`config.mk`:
```
export PLATFORM = sky130hd
export DESIGN_NAME = reg_file_mp
export DESIGN_NICKNAME = d
export VERILOG_FILES = /design/src/rtl/reg_file_pkg.sv /design/src/rtl/reg_file_clear_seq.sv /design/src/rtl/reg_file_mp.sv
export SDC_FILE = /design/constraint.sdc
export NUM_CORES = 1
export LEC_CHECK = 0
export CORE_MARGIN = 2
export CORE_UTILIZATION = 45
export CTS_CLUSTER_DIAMETER = 40
export DETAILED_ROUTE_END_ITERATION = 7
export GPL_TIMING_DRIVEN = 0
export SETUP_SLACK_MARGIN = 0.02
export SLEW_MARGIN = 20
export SYNTH_ARGS = -nofsm -noshare
export SYNTH_HDL_FRONTEND = slang
export SYNTH_SLANG_ARGS = --single-unit
```
`constraint.sdc`:
```
create_clock -name clk -period 4.15 [get_ports clk]
set_input_delay 0.415 -clock clk [delete_from_list [all_inputs] [get_ports clk]]
set_output_delay 0.415 -clock clk [all_outputs]
set_load 0.005 [all_outputs]
```
`src/rtl/reg_file_pkg.sv`:
```
// Shared types and default sizing for the multi-port register file.
package reg_file_pkg;

    localparam int DATA_W_DEF   = 32;
    localparam int ADDR_W_DEF   = 5;
    localparam int NUM_RD_DEF   = 2;
    localparam int NUM_WR_DEF   = 1;
    localparam int ZERO_REG_DEF = 1;
    localparam int DEPTH        = 2 ** ADDR_W_DEF;

    typedef enum logic {
        CLEAR = 1'b0,
        RUN   = 1'b1
    } state_t;

endpackage

```
`src/rtl/reg_file_clear_seq.sv`:
```
// Post-reset clear sequencer: walks every entry writing zero, then raises ready.
module reg_file_clear_seq
    import reg_file_pkg::*;
#(
    parameter int ADDR_W = ADDR_W_DEF
) (
    input  logic              clk,
    input  logic              reset,
    output logic              clr_we,
    output logic [ADDR_W-1:0] clr_addr,
    output logic              ready
);

    state_t            state;
    state_t            state_nxt;
    logic [ADDR_W-1:0] clr_cnt;
    logic [ADDR_W-1:0] cnt_nxt;
    logic              ready_nxt;

    always_ff @(posedge clk) begin
        if (reset) begin
            state   <= CLEAR;
            clr_cnt <= '0;
            ready   <= 1'b0;
        end else begin
            state   <= state_nxt;
            clr_cnt <= cnt_nxt;
            ready   <= ready_nxt;
        end
    end

    always_comb begin
        state_nxt = state;
        cnt_nxt   = clr_cnt;
        ready_nxt = ready;
        unique case (state)
            CLEAR: begin
                cnt_nxt = clr_cnt + 1'b1;
                if (clr_cnt == {ADDR_W{1'b1}}) begin
                    state_nxt = RUN;
                    ready_nxt = 1'b1;
                end
            end
            RUN: begin
                state_nxt = RUN;
            end
            default: begin
                state_nxt = CLEAR;
            end
        endcase
    end

    always_comb begin
        clr_we   = (state == CLEAR) && !reset;
        clr_addr = clr_cnt;
    end

endmodule

```
`src/rtl/reg_file_mp.sv`:
```
// Multi-port register file with hardware clear, optional zero register
// and same-cycle write-to-read bypass.
module reg_file_mp
    import reg_file_pkg::*;
#(
    parameter int DATA_W   = DATA_W_DEF,
    parameter int ADDR_W   = ADDR_W_DEF,
    parameter int NUM_RD   = NUM_RD_DEF,
    parameter int NUM_WR   = NUM_WR_DEF,
    parameter int ZERO_REG = ZERO_REG_DEF
) (
    input  logic                     clk,
    input  logic                     reset,
    input  logic [NUM_RD*ADDR_W-1:0] rd_addr,
    output logic [NUM_RD*DATA_W-1:0] rd_data,
    input  logic [NUM_WR-1:0]        wr_en,
    input  logic [NUM_WR*ADDR_W-1:0] wr_addr,
    input  logic [NUM_WR*DATA_W-1:0] wr_data,
    output logic                     ready
);

    localparam int ENTRIES = 2 ** ADDR_W;

    logic [DATA_W-1:0] mem [ENTRIES];
    logic              clr_we;
    logic [ADDR_W-1:0] clr_addr;
    logic              accept;

    reg_file_clear_seq #(
        .ADDR_W(ADDR_W)
    ) u_clear_seq (
        .clk     (clk),
        .reset   (reset),
        .clr_we  (clr_we),
        .clr_addr(clr_addr),
        .ready   (ready)
    );

    // User writes only land once the clear has finished and not under reset.
    assign accept = ready && !reset;

    always_ff @(posedge clk) begin
        if (clr_we) begin
            mem[clr_addr] <= '0;
        end else if (accept) begin
            for (int w = 0; w < NUM_WR; w++) begin
                if (wr_en[w] &&
                    !(ZERO_REG != 0 &&
                      wr_addr[w*ADDR_W +: ADDR_W] == '0)) begin
                    mem[wr_addr[w*ADDR_W +: ADDR_W]] <=
                        wr_data[w*DATA_W +: DATA_W];
                end
            end
        end
    end

    for (genvar p = 0; p < NUM_RD; p++) begin : g_rd
        logic [ADDR_W-1:0] addr;
        logic [DATA_W-1:0] val;

        assign addr = rd_addr[p*ADDR_W +: ADDR_W];

        // Ascending scan lets the highest-indexed matching port win.
        always_comb begin
            val = mem[addr];
            for (int w = 0; w < NUM_WR; w++) begin
                if (accept && wr_en[w] &&
                    wr_addr[w*ADDR_W +: ADDR_W] == addr) begin
                    val = wr_data[w*DATA_W +: DATA_W];
                end
            end
            if ((ZERO_REG != 0 && addr == '0) || !ready) begin
                val = '0;
            end
        end

        assign rd_data[p*DATA_W +: DATA_W] = val;
    end

endmodule

```
; ---- After elaboration in Yosys (flattened, before gate mapping)
; Memory sizes are Yosys's and may differ from the RTL's.
; Cells that the tools add are included.
[totals]
in_bits = 50
mem_bits_rw = 1024
elab_cells = 40
memories = 1
output_inout_bits = 65
ff_bits = 7
[memory_table]
columns = name, words, width, read_ports, rd_ports_with_merged_regs, wr, line_no
row1 = mem, 32, 32, 2, 0, 1, reg_file_mp.sv:24  ; logic [DATA_W-1:0] mem [ENTRIES];
[op_classes]
mux = 15
add_sub_neg = 1
eq_ne = 3
n_reduce_logical = 16
bitwise_logic = 1
[op_table]
columns = cell, n
row1 = 2-to-1 mux 32 bit, 5
row2 = OR reduction 32 bit, 1
row3 = zero test 5 bit, 3
row4 = == test 5 bit, 2
row5 = 2-to-1 mux 1 bit, 8
row6 = logical AND 1 bit, 6
row7 = "adder 5 x 1 -> 5 bit, second input constant", 1
row8 = "== test 5 bit, second input constant", 1
row9 = 2-to-1 mux 5 bit, 1
row10 = zero test 1 bit, 3
row11 = logical OR 1 bit, 2
row12 = one-hot mux 1 bit (2 select lines), 1
row13 = AND reduction 2 bit, 1
row14 = inverter 1 bit, 1

; ---- Logic depth before layout (Yosys ltp)
[logic_depth]
depth_word = 9
depth_mapped = 9

; ---- Hierarchy
; From an unflattened synthesis, not the netlist that was laid out.
[hier_totals]
cells_unflattened = 2727
hier_area_um2 = 48664.2
[by_module_without_submodules]
columns = module, area_each_um2, cells_per_inst, seq_area_each_um2, n_inst
row1 = reg_file_mp, 48356.4, 2697, 30749.5, 1
row2 = reg_file_clear_seq, 307.8, 30, 140.1, 1

; ---- Least setup slack after synthesis
; No wires, ideal clock.
[synth_path]
path_type = input port to flip-flop
start = input port wr_addr[2]
end = memory mem[0][0] (netlist bit), enable pin
path_buffers = 3
arrival_ps = 3036
path_stages = 8
setup_slack_ps = 693
cell_sequence = clkbuf_1 -> nor3_1 -> a211oi_2 -> buf_4 -> buf_2 -> nor4_1 -> a21oi_1 -> nor2_1
[synth_between]
elab_chain_len = 9
elab_cells_between_ends = 10
[synth_lines]
columns = item, line_no
row1 = "start, declared", reg_file_mp.sv:17  ; input logic [NUM_WR*ADDR_W-1:0] wr_addr,
row2 = zero test 5 bit, reg_file_mp.sv:49  ; wr_addr[w*ADDR_W +: ADDR_W] == '0)) begin
row3 = zero test 1 bit, reg_file_mp.sv:48  ; !(ZERO_REG != 0 &&
row4 = logical AND 1 bit, reg_file_mp.sv:47  ; if (wr_en[w] &&
row5 = 2-to-1 mux 1 bit, reg_file_mp.sv:47
row6 = 2-to-1 mux 1 bit, reg_file_mp.sv:45  ; end else if (accept) begin
row7 = 2-to-1 mux 1 bit, reg_file_mp.sv:43  ; if (clr_we) begin
row8 = 2-to-1 mux 1 bit (implied by the code), reg_file_mp.sv:50  ; mem[wr_addr[w*ADDR_W +: ADDR_W]] <=
row9 = OR reduction 32 bit (no source line), n/a
row10 = 2-to-1 mux 5 bit (no source line) or 2-to-1 mux 1 bit (tied branches), n/a
row11 = "end, declared", reg_file_mp.sv:24
; Parallel ways exist; a longest one is shown, timed or not.

; ---- Final worst setup path
[layout_path]
start = input port rd_addr[1]
end = output port rd_data[0]
[layout_between]
elab_chain_len = 4
elab_cells_between_ends = 7
[layout_lines]
columns = item, line_no
row1 = "start, declared", reg_file_mp.sv:14  ; input logic [NUM_RD*ADDR_W-1:0] rd_addr,
row2 = branches (longest 3 deep; another with memory (32 x 32 bit)), n/a
row3 = 2-to-1 mux 32 bit (*), reg_file_mp.sv:72  ; if ((ZERO_REG != 0 && addr == '0) || !ready) begin
row4 = "end, declared", reg_file_mp.sv:15  ; output logic [NUM_RD*DATA_W-1:0] rd_data,
; Mark *: on every way between the ends.

==> results.ini <==
[clocking]
cts_buffers=141
clkLatencyLatePin_ns=0.76
postCtsHoldBufs=0
cts_buffer_depth=3
htreeDepth=4
clkTransAtPathRegs_ns=0.05
clock-sinks=1031
root_buffer=clkbuf_16
cts_tree=done

[route]
drcViolationCount=5
avgViaCountPerCell=6.86
vias=29958
routed_wl_um=161000
antenna_left=0
wl_per_cell_um=36.8
drtIter0Drc=3993
first_pass_iters=7

[logic_synthesis]
syn_inst=2558
syn-num-nets=2610
ys.flop_type=edfxtp_1
synth_top_area_frac=0.643
syn_avg_cell_area_um2=18.7
synthArstFlopShare=0
yosysSeqAreaShare=0.646
ys_top_cells_by_area=edfxtp_1 (64%), mux4_2 (21%), mux2i_1 (2.7%)
synth-edff-count=1024
yosysMostFrequentCell=edfxtp_1
synth_top_area_cell=edfxtp_1
syn_area_um2=47800
synth_cell_types=41
yosys-top-cells-count=edfxtp_1 (1024), mux4_2 (448), mux2i_1 (131)
ys_warn_count=0
ys_ff_latch=1031

[global_route]
grt_pass1_wl_um=225000
overflow=0
grt_max_degree=33
antenna_found_initial=2
grt_pass1_vias=30878
grt_usage=0.297

[sta]
drv_slew=0
finalHoldViolations=0
layout_min_cycle_time_ns=4.16
grt_setup_unrepaired=true
slew_headroom=0.168
timing.fmax_mhz=240
setup_viol=1
fin_setup_tns_ns=-0.00828
timing.hold.ws_ns=0.534
finalClockSkew_ns=0.0279
layout_setup_ws_ns=-0.00828
period_share=1.00
worstMarginPinSlew_ns=1.25

[power]
power_frac_comb=0.056
ir_drop_v=0.000376
p_sw_mw=5.66
cellInternalPower_mw=19.6
leakage_nw=20.7
sequentialPowerShare=0.450
power.density_nw_per_um2=442
clock_power_share=0.494
p_sw_frac=0.224

[place]
dp_slack_ns=-0.364
place_congestion=0.848
io_buffers=105
dpl.hpwl_um=113000

[floorplan]
dieArea_um2=109000
ios=115
row_count=119
floorplan.initialDensity=0.454
die_h_um=330
die_width_um=330
core_area_um2=105000

[worst_setup_path]
critPathCaptureType=output pin
arrival_ns=3.74
r2r-start=u_clear_seq.ready$_SDFFE_PP0P_
worstRegToRegCells=5
timing.rr.end=mem[27][18]$_DFFE_PP_
r2r_setup_slack_ns=0.39
cp_max_fo=10
start_kind=input pin
required_ns=3.73
worstSetupPathType=input pin to output pin

[status]
violations=design-rule violations, negative setup slack
status=complete, but fails checks

[final_layout]
drive_gt1_frac=0.310
fillers=8189
final_nets=2918
multi_input_area_um2=16200
n_antenna_cell=0
area.growth.synth_to_final_pct=19.5
seq_area_um2=30900

[run]
maxCapViolCount=0

[min_path]
whs_path_depth=3
worstHoldStart=reset
hold_path.class=input pin to register
whs_endpoint=u_clear_seq.clr_addr[3]$_SDFFE_PP0N_

==> cell families after synthesis <==
group / Yosys count / share of synthesized area
flip-flops: 1031 / 0.646
buffers and inverters: 221 / 0.0221
AND/OR/NAND/NOR: 279 / 0.0269
adder cells (fa/ha/maj): 2 / 0.000523
multiplexers: 579 / 0.238
AO/OA/AOI/OAI: 434 / 0.0641
XOR/XNOR: 12 / 0.00220
==> how the worst max path moves through the flow <==
| stage | slack [ns] | endpoint | from | cells past startpoint |
|---|---|---|---|---|
| floorplan | 0.69 | mem[0][0]$_DFFE_PP_ | wr_addr[2] | 8 |
| global placement | -2.24 | mem[29][13]$_DFFE_PP_ | wr_addr[0] | 7 |
| detailed placement | -0.36 | rd_data[49] | rd_addr[7] | 9 |
| CTS | 0.06 | rd_data[63] | rd_addr[7] | 9 |
| global route | -0.03 | rd_data[38] | rd_addr[7] | 9 |
| finish | -0.008 | rd_data[0] | rd_addr[1] | 9 |
==> critical path, stage by stage <==
cell	delay, ns
buf_2	0.32
buf_2	0.54
clkbuf_1	0.88
mux4_2	0.44
o22ai_1	0.30
nor2_1	0.07
nand3_1	0.10
nand2_1	0.15
clkdlybuf4s50_1	0.49
==> metrics by stage <==
| stage | utilization | std cells | cell area [µm²] | power (mW) |
|---|---|---|---|---|
| 6_report | 0.542 | 4366 | 57100 | 25.3 |
| 5_1_grt | 0.542 | 4366 | 57100 | 25.8 |
| 3_3_place_gp | 0.480 | 4054 | 50600 | 12.9 |
| 3_5_place_dp | 0.495 | 4111 | 52200 | 13.0 |
| 2_1_floorplan | - | 2558 | 47800 | 12.4 |
| 4_1_cts | 0.541 | 4365 | 57100 | 25.3 |
==> layer usage <==
layer / vias to the layer above / global-route usage / part of all wire
li1: 11690 / - / -
met1: 15964 / 0.377 / 0.36
met2: 1904 / 0.490 / 0.49
met3: 398 / 0.0716 / 0.10
met4: 2 / 0.132 / 0.046
met5: - / 0 / 0.000081
==> power by group through the flow <==
stage	Sequential, mW	Combinational [mW]	Clock, mW
global route	11.4	1.46	13.0
CTS	11.4	1.40	12.5
finish	11.4	1.42	12.5
global placement	11.6	1.34	0
detailed placement	11.6	1.39	0
floorplan	11.6	0.817	0
==> state kept, by name, summed over array words and instances, names as in the netlist <==
name and flops:
u_clear_seq.state 1, mem 1024, u_clear_seq.clr_addr 5, u_clear_seq.ready 1
==> placed cells by master (no fill, tap or decap), types with 22 or more instances in the layout <==
master,count
a21oi_1,68
a221oi_1,64
nand2_1,68
nor2_4,32
a211o_1,32
clkbuf_1,85
buf_2,73
o22ai_1,128
buf_12,40
edfxtp_1,1024
a22oi_1,96
clkbuf_16,145
buf_4,24
clkinv_2,22
clkdlybuf4s50_1,105
mux4_2,448
clkbuf_2,26
nor2_1,75
mux2i_1,131
nand3_1,34
o21bai_1,32
==> timing repair <==
action	CTS	global route
pin swaps	3	0
endpoints found under the setup margin	62	19
resized for setup	27	16
hold endpoints to repair	0	0
buffers inserted	2	0
==> layout make-up <==
class | instances | share of cell area
sequential | 1031 | 0.541
inverter | 6 | 0.000394
timing repair buffer | 165 | 0.0415
buffer | 215 | 0.0190
tap | 1391 | 0.0305
clock inverter | 87 | 0.0197
clock buffer | 165 | 0.0648
multi-input combinational | 1306 | 0.283
No activity file was read; power rests on OpenSTA's default activity.
